<file path="config.mk">
export PLATFORM = sky130hd
export DESIGN_NAME = down_counter_32bit
export DESIGN_NICKNAME = d
export VERILOG_FILES = /design/src/rtl/down_counter_32bit.sv
export SDC_FILE = /design/constraint.sdc
export NUM_CORES = 1
export LEC_CHECK = 0
export BUFFER_PORTS_ARGS = -buffer_cell sky130_fd_sc_hd__buf_4
export CAP_MARGIN = 20
export CORE_UTILIZATION = 59
export DETAILED_ROUTE_END_ITERATION = 12
export PLACE_DENSITY = 0.84
export SLEW_MARGIN = 20
export SYNTH_ARGS = -nofsm -noshare
export SYNTH_HDL_FRONTEND = slang
export SYNTH_SLANG_ARGS = --single-unit
</file>
<file path="constraint.sdc">
create_clock -name clk -period 6.2 [get_ports clk]
set_input_delay 0.62 -clock clk [delete_from_list [all_inputs] [get_ports clk]]
set_output_delay 0.62 -clock clk [all_outputs]
set_load 0.01 [all_outputs]
</file>
<file path="src/rtl/down_counter_32bit.sv">
// ---------------------------------------------------------------------------
// down_counter_32bit
//   Loadable WIDTH-bit down counter / timer with terminal-count pulse and
//   optional auto-reload. Loads a preset, decrements once per enabled RUN
//   cycle to zero, pulses tc on the edge where Q leaves 1, then either stops
//   (one-shot, DONE) or restarts from the stored preset (auto-reload).
//
//   Optional feature macro: DOWN_COUNTER_PRESCALE_EN
//     When defined, adds parameter PRESCALE (default 4, min 1) and an
//     internal prescaler so Q decrements only on every PRESCALE-th enabled
//     RUN cycle. When undefined, every enabled RUN cycle decrements.
// ---------------------------------------------------------------------------
module down_counter_32bit #(
    parameter int WIDTH = 32
`ifdef DOWN_COUNTER_PRESCALE_EN
    ,
    parameter int PRESCALE = 4
`endif
) (
    input  logic             clk,
    input  logic             rst,
    input  logic             en,
    input  logic             load,
    input  logic [WIDTH-1:0] load_val,
    input  logic             auto_reload,
    output logic [WIDTH-1:0] Q,
    output logic             tc,
    output logic             busy
);

    typedef enum logic [1:0] {
        st_idle = 2'd0,
        st_run  = 2'd1,
        st_done = 2'd2
    } state_t;

    localparam logic [WIDTH-1:0] ZERO_C = {WIDTH{1'b0}};
    localparam logic [WIDTH-1:0] ONE_C  = {{(WIDTH-1){1'b0}}, 1'b1};

    state_t           state_r;
    state_t           state_next_s;
    logic [WIDTH-1:0] count_r;
    logic [WIDTH-1:0] count_next_s;
    logic [WIDTH-1:0] reload_r;
    logic [WIDTH-1:0] reload_next_s;
    logic             tc_r;
    logic             tc_next_s;
    logic             busy_r;
    logic             busy_next_s;
    logic             step_s;      // this enabled RUN cycle is allowed to decrement
    logic             terminal_s;  // terminal event happens on the coming edge

`ifdef DOWN_COUNTER_PRESCALE_EN
    localparam int PW = (PRESCALE > 1) ? $clog2(PRESCALE) : 1;
    localparam logic [PW-1:0] PRESC_LAST_C = PW'(PRESCALE - 1);

    logic [PW-1:0] presc_r;
    logic [PW-1:0] presc_next_s;

    // Decrement is allowed only when the prescaler reaches its last phase.
    always_comb begin
        if (presc_r == PRESC_LAST_C) begin
            step_s = 1'b1;
        end else begin
            step_s = 1'b0;
        end
    end

    // Prescaler advances only on enabled RUN cycles; clears on load and terminal event.
    always_comb begin
        presc_next_s = presc_r;
        if (load) begin
            presc_next_s = {PW{1'b0}};
        end else if ((state_r == st_run) && en) begin
            if (step_s || terminal_s) begin
                presc_next_s = {PW{1'b0}};
            end else begin
                presc_next_s = presc_r + {{(PW-1){1'b0}}, 1'b1};
            end
        end else begin
            presc_next_s = presc_r;
        end
    end

    // Prescaler register.
    always_ff @(posedge clk or posedge rst) begin
        if (rst) begin
            presc_r <= {PW{1'b0}};
        end else begin
            presc_r <= presc_next_s;
        end
    end
`else
    // Without the prescaler every enabled RUN cycle decrements.
    always_comb begin
        step_s = 1'b1;
    end
`endif

    // Terminal event: enabled RUN step while Q is 1 and no load pre-empts it.
    always_comb begin
        if (!load && (state_r == st_run) && en && step_s && (count_r == ONE_C)) begin
            terminal_s = 1'b1;
        end else begin
            terminal_s = 1'b0;
        end
    end

    // Next-state, next-count and terminal-count decode; load outranks everything.
    always_comb begin
        state_next_s  = state_r;
        count_next_s  = count_r;
        reload_next_s = reload_r;
        tc_next_s     = 1'b0;
        if (load) begin
            count_next_s  = load_val;
            reload_next_s = load_val;
            if (load_val != ZERO_C) begin
                state_next_s = st_run;
            end else begin
                state_next_s = st_idle;
            end
        end else begin
            case (state_r)
                st_run: begin
                    if (en && step_s) begin
                        if (terminal_s) begin
                            tc_next_s = 1'b1;
                            if (auto_reload) begin
                                count_next_s = reload_r;
                                state_next_s = st_run;
                            end else begin
                                count_next_s = ZERO_C;
                                state_next_s = st_done;
                            end
                        end else if (count_r == ZERO_C) begin
                            // Unreachable in normal operation; never wrap below zero.
                            count_next_s = ZERO_C;
                            state_next_s = st_idle;
                        end else begin
                            count_next_s = count_r - ONE_C;
                        end
                    end else begin
                        count_next_s = count_r;
                    end
                end
                st_idle: begin
                    state_next_s = st_idle;
                end
                st_done: begin
                    state_next_s = st_done;
                end
                default: begin
                    state_next_s = st_idle;
                    count_next_s = ZERO_C;
                end
            endcase
        end
    end

    // busy is registered from the next state so it tracks RUN without a comb path.
    always_comb begin
        if (state_next_s == st_run) begin
            busy_next_s = 1'b1;
        end else begin
            busy_next_s = 1'b0;
        end
    end

    // State, count, preset and output registers.
    always_ff @(posedge clk or posedge rst) begin
        if (rst) begin
            state_r  <= st_idle;
            count_r  <= ZERO_C;
            reload_r <= ZERO_C;
            tc_r     <= 1'b0;
            busy_r   <= 1'b0;
        end else begin
            state_r  <= state_next_s;
            count_r  <= count_next_s;
            reload_r <= reload_next_s;
            tc_r     <= tc_next_s;
            busy_r   <= busy_next_s;
        end
    end

    assign Q    = count_r;
    assign tc   = tc_r;
    assign busy = busy_r;

endmodule

</file>
# --- After elaboration in Yosys (flattened, before gate mapping) ---
# Cells that the tools add are included.
word_totals:
  ff_bits: 68
  output_inout_bits: 34
  word_cells: 40
classes:
  addsub: 1
  n_eq_ne: 6
  n_mux: 19
  reduce_logical: 9
op_table:
  columns: ["op", "n"]
  rows:
  - ["2-to-1 mux 32 bit", 5]
  - ["one-hot mux 32 bit (2 select lines)", 1]
  - ["equality test 32 x 1 -> 1 bit (second input constant)", 1]
  - ["zero test 32 bit", 1]
  - ["nonzero test 32 bit", 1]
  - ["subtractor 32 x 1 -> 32 bit (second input constant)", 1]
  - ["2-to-1 mux 2 bit", 5]
  - ["2-to-1 mux 1 bit", 7]
  - ["equality test 2 x 1 -> 1 bit (second input constant)", 2]
  - ["one-hot mux 2 bit (2 select lines)", 1]
  - ["logical AND 1 bit", 3]
  - ["inequality test 3 bit (second input constant)", 1]
  - ["equality test 2 bit (second input constant)", 1]
  - ["zero test 2 bit", 1]
  - ["inequality test 2 x 1 -> 1 bit (second input constant)", 1]
  - ["AND reduction 2 bit", 1]
  - ["OR reduction 2 bit", 1]
  - ["zero test 1 bit", 1]

# --- Longest topological paths before layout ---
logic_depth:
  ltp_word: 11
  mapped_depth: 9
  mapped_depth_nobuf: 8

# --- Worst setup path after synthesis ---
# Ideal clock, no wire load.
synth_timing:
  path_kind: "reg-to-reg"
  start: "reg count_r[16] (netlist: Q[16])"
  end: "reg count_r[21] (netlist: Q[21])"
  arrival_ps: 2475
  t_required_ps: 6133
  path_slack_ps: 3658
  stages_incl_launch_ff: 8
  n_path_buf: 1
  period_less_slack_ps: 2542
  path_cell_list: "dfrtp_1 or4_4 or3_4 or3_4 nor4_4 buf_6 a22oi_1 nand2_1"
synth_between:
  elab_chain_cells: 7
  elab_cells_between_ends: 10
synth_rtl:
  columns: ["element", "line", "source"]
  rows:
  - ["from (decl)", "42", "logic [WIDTH-1:0] count_r;"]
  - ["from (signal assigned)", "180", "count_r <= count_next_s;"]
  - ["branches (longest 3 deep; another with subtractor 32 x 1 -> 32 bit)", null, null]
  - ["2-to-1 mux 32 bit *", "127", "if (terminal_s) begin"]
  - ["2-to-1 mux 32 bit *", "126", "if (en && step_s) begin"]
  - ["one-hot mux 32 bit (2 select lines) *", "124", "case (state_r)"]
  - ["2-to-1 mux 32 bit *", "115", "if (load) begin"]
# Mark *: on every way between the ends. The select of a mux whose other input is x is not followed.
# A chain may end at the register's enable or synchronous reset.

# --- Worst setup path after layout ---
layout_timing:
  start: "reg count_r[8] (netlist: Q[8])"
  end: "reg count_r[17] (netlist: Q[17])"
# Same word-level chain as after synthesis.

==> key figures <==
Synth
  – Dominant cell by count in the synthesized netlist: dfrtp_1
  – Count of synthesis-stage warnings from yosys: 0
  – Post-synthesis instance area: 3680 sq um
  – Most used flip-flop cell after synthesis: dfrtp_1
  – Net Count, Synth: 398
  – Number of enable flip-flop cells after synthesis: 0
  – Post-synth top cells: 68 x dfrtp_1, 48 x a22oi_1, 39 x nand2_1, 32 x mux2_2, 21 x nor4_1
  – Sequential area share after synthesis: 0.462
  – Syn Inst Count: 355
  – Number of distinct library cells after synthesis: 41
  – Share of the synthesized area in the top cell type: 0.462
  – Leading area contributor after synthesis: dfrtp_1
  – Post-synthesis average cell area: 10.4 sq um
  – Synth area leaders: dfrtp_1 46%, a22oi_1 9.8%, mux2_2 9.8%, xor2_1 4.5%, nand2_1 4.0%
  – Post-synth ARST share: 1.00
  – Yosys reg bits: 68

Detailed routing
  – Post-DRT Antenna Nets: 0
  – Average vias per placed instance: 6.46
  – Starting DRC count in detailed routing: 394
  – Final wirelength: 9.41 mm
  – Count of TritonRoute iterations in the first routing pass: 5
  – Via count of the routed design: 3,217
  – DR WL/cell: 18.9 um
  – Residual DRC count: 0

Worst setup path
  – Max Fanout on Critical Path: 17
  – Category of the most critical setup path: flip-flop to flip-flop
  – Capturing element type of the critical path: flip-flop
  – Arrival time at the worst endpoint: 3920 ps
  – Startpoint types: flip-flop
  – Required time of the critical path: 6480 ps
  – RR Startpoint: Q[8]
  – First element of the critical path: Q[8]

Power
  – Worst VDD drop: 0.140 mV
  – Cell-internal power: 0.766 mW
  – Portion of total power attributed to sequential cells: 0.499
  – Leakage power: 1.97 nW
  – Fraction of power spent switching nets: 0.292
  – Share of total power in combinational logic: 0.190
  – Power density cells: 246 nW/um^2
  – Net Sw Power: 0.316 mW
  – Portion of total power attributed to the clock network: 0.311

Die
  – Number of core rows: 28
  – Floorplan die height: 81.0 um
  – Ports placed on the boundary: 71
  – Die Span X: 81.0 um
  – Floorplan die area: 6560 sq um
  – Effective utilization at floorplan: 0.618
  – Area of the core region: 5960 sq um

Placed design
  – Sum of net half-perimeters after detailed placement: 6.33 mm
  – Post-Place Cell Area: 4220 sq um
  – Final estimated routing congestion in global placement: 0.856
  – Number of buffers inserted by port buffering: 70

Clock tree
  – Insertion delay to the later sink of the worst-skew pair: 340 ps
  – Number of clock sinks seen by CTS: 68
  – Inserted Clock Buffers: 9
  – Clock-pin slew on the worst setup and hold paths: 70 ps
  – H-tree depth: 3
  – TritonCTS clock tree: done
  – Count of hold-fix buffers inserted at cts: 0
  – Number of gates resized after CTS: 0
  – Maximum clock path buffer count: 2
  – Post-CTS setup buffer count: 0
  – Root buffer cell: clkbuf_8

STA
  – Final slew viol count: 0
  – Unrepaired setup endpoints after global routing: no
  – Relative slew slack: 0.398
  – Worst Tran Pin Value: 896 ps
  – Final worst path period need: 3640 ps
  – Setup violators final: 0
  – Fin Setup TNS: 0 ps
  – Post-Route Skew: 4.19 ps
  – Share of the clock period used by the worst path: 0.587
  – Final hold violation count: 0
  – Achievable clock frequency: 275 MHz

GRT
  – Aggregate global-route resource usage: 0.307
  – Maximum number of pins on one net before global-route repair: 69
  – Remaining global-route overflow: 0
  – Number of global-route vias before repair: 3,035
  – Global-route wire length before repair: 15.1 mm
  – Initial antenna violation count: 0

Layout
  – Fraction of layout instances using a drive strength above 1: 0.303
  – Syn-to-layout area delta: 19.7%
  – Nets@finish: 461
  – Non-Filler Cell Area, Final: 4410 sq um
  – Total inserted antenna cells: 0

Worst hold path
  – Class of the tightest hold or removal check: flip-flop to flip-flop
  – Critical hold path startpoint: reload_r[11]

Job
  – Max_cap viols: 0

Outcome
  – Status: finished clean
[layout by cell type, fill, tap and decap left out, types with 7 or more instances in the layout]
master	instances
a21oi_1	7
a22oi_1	48
buf_4	74
clkbuf_8	12
dfrtp_1	68
mux2_2	32
nand2_1	39
nor2_1	12
nor3_1	12
nor4_1	21
or4_1	7
xnor2_1	7
xor2_1	19
[state kept, by name, indices dropped and copies added, names as in the netlist]
signal    flops
Q            32
reload_r     32
state_r       2
busy          1
tc            1
[power by group through the flow]
stage	sequential (mW)	clock, mW	combinational [mW]
after floorplan	0.539	0	0.115
after global placement	0.544	0	0.198
after detailed placement	0.546	0	0.204
after CTS	0.538	0.341	0.206
after global routing	0.545	0.359	0.225
final	0.540	0.337	0.206
[critical path: stages (launching register included)]
cell and delay, ps:
dfrtp_1 450, nor4_1 640, nand4_1 580, or3_4 540, nor4_4 760, buf_4 380
a22oi_1 130, nand2_1 90
[final timing paths]
path | endpoint | slack [ps] | cells after the start
setup reg to reg | Q[17] | 2560 | 7
setup / recovery | Q[17] | 2560 | 7
hold reg to reg | Q[11] | 500 | 2
hold / removal | Q[11] | 500 | 2
min in group asynchronous | state_r[1] | 540 | 3
max in group asynchronous | reload_r[18] | 5120 | 3
[metrics by stage]
step                      hold WS (ps)  instances  setup slack [ps]  total power, mW  utilization
after floorplan                    455        355              3660            0.654            -
after global placement             466        482              2780            0.742        0.709
after detailed placement           480        482              2660            0.750        0.709
after CTS                          498        498              2630             1.08        0.740
after global routing               518        498              2310             1.13        0.740
final                              497        498              2560             1.08        0.740
[cells by family (layout without fill, tap and decap cells)]
logic type      after synthesis  after routing  synth area share
compound gates               81             81             0.157
xor+xnor                     26             26            0.0619
flops                        68             68             0.462
buf+inv                      29             97            0.0370
fa+ha+maj                     6              6            0.0204
simple gates                113            113             0.163
mux                          32             32            0.0979
[cell type report]
cell class	count	area [sq um]
Fill cell	417	1550
Timing Repair Buffer	74	556
Tap cell	75	93.8
Clock inverter	1	5.00
Sequential cell	68	1700
Clock buffer	15	176
Inverter	7	26.3
Multi-Input combinational cell	258	1850
[routing by layer]
layer / GRT usage / up-vias / part of all wire
li1: - / 1464 / -
met1: 0.413 / 1579 / 0.42
met2: 0.488 / 149 / 0.49
met3: 0.0697 / 25 / 0.072
met4: 0.111 / 0 / 0.021
met5: 0 / - / 0
Note: power is estimated with default switching activity, not from simulation.
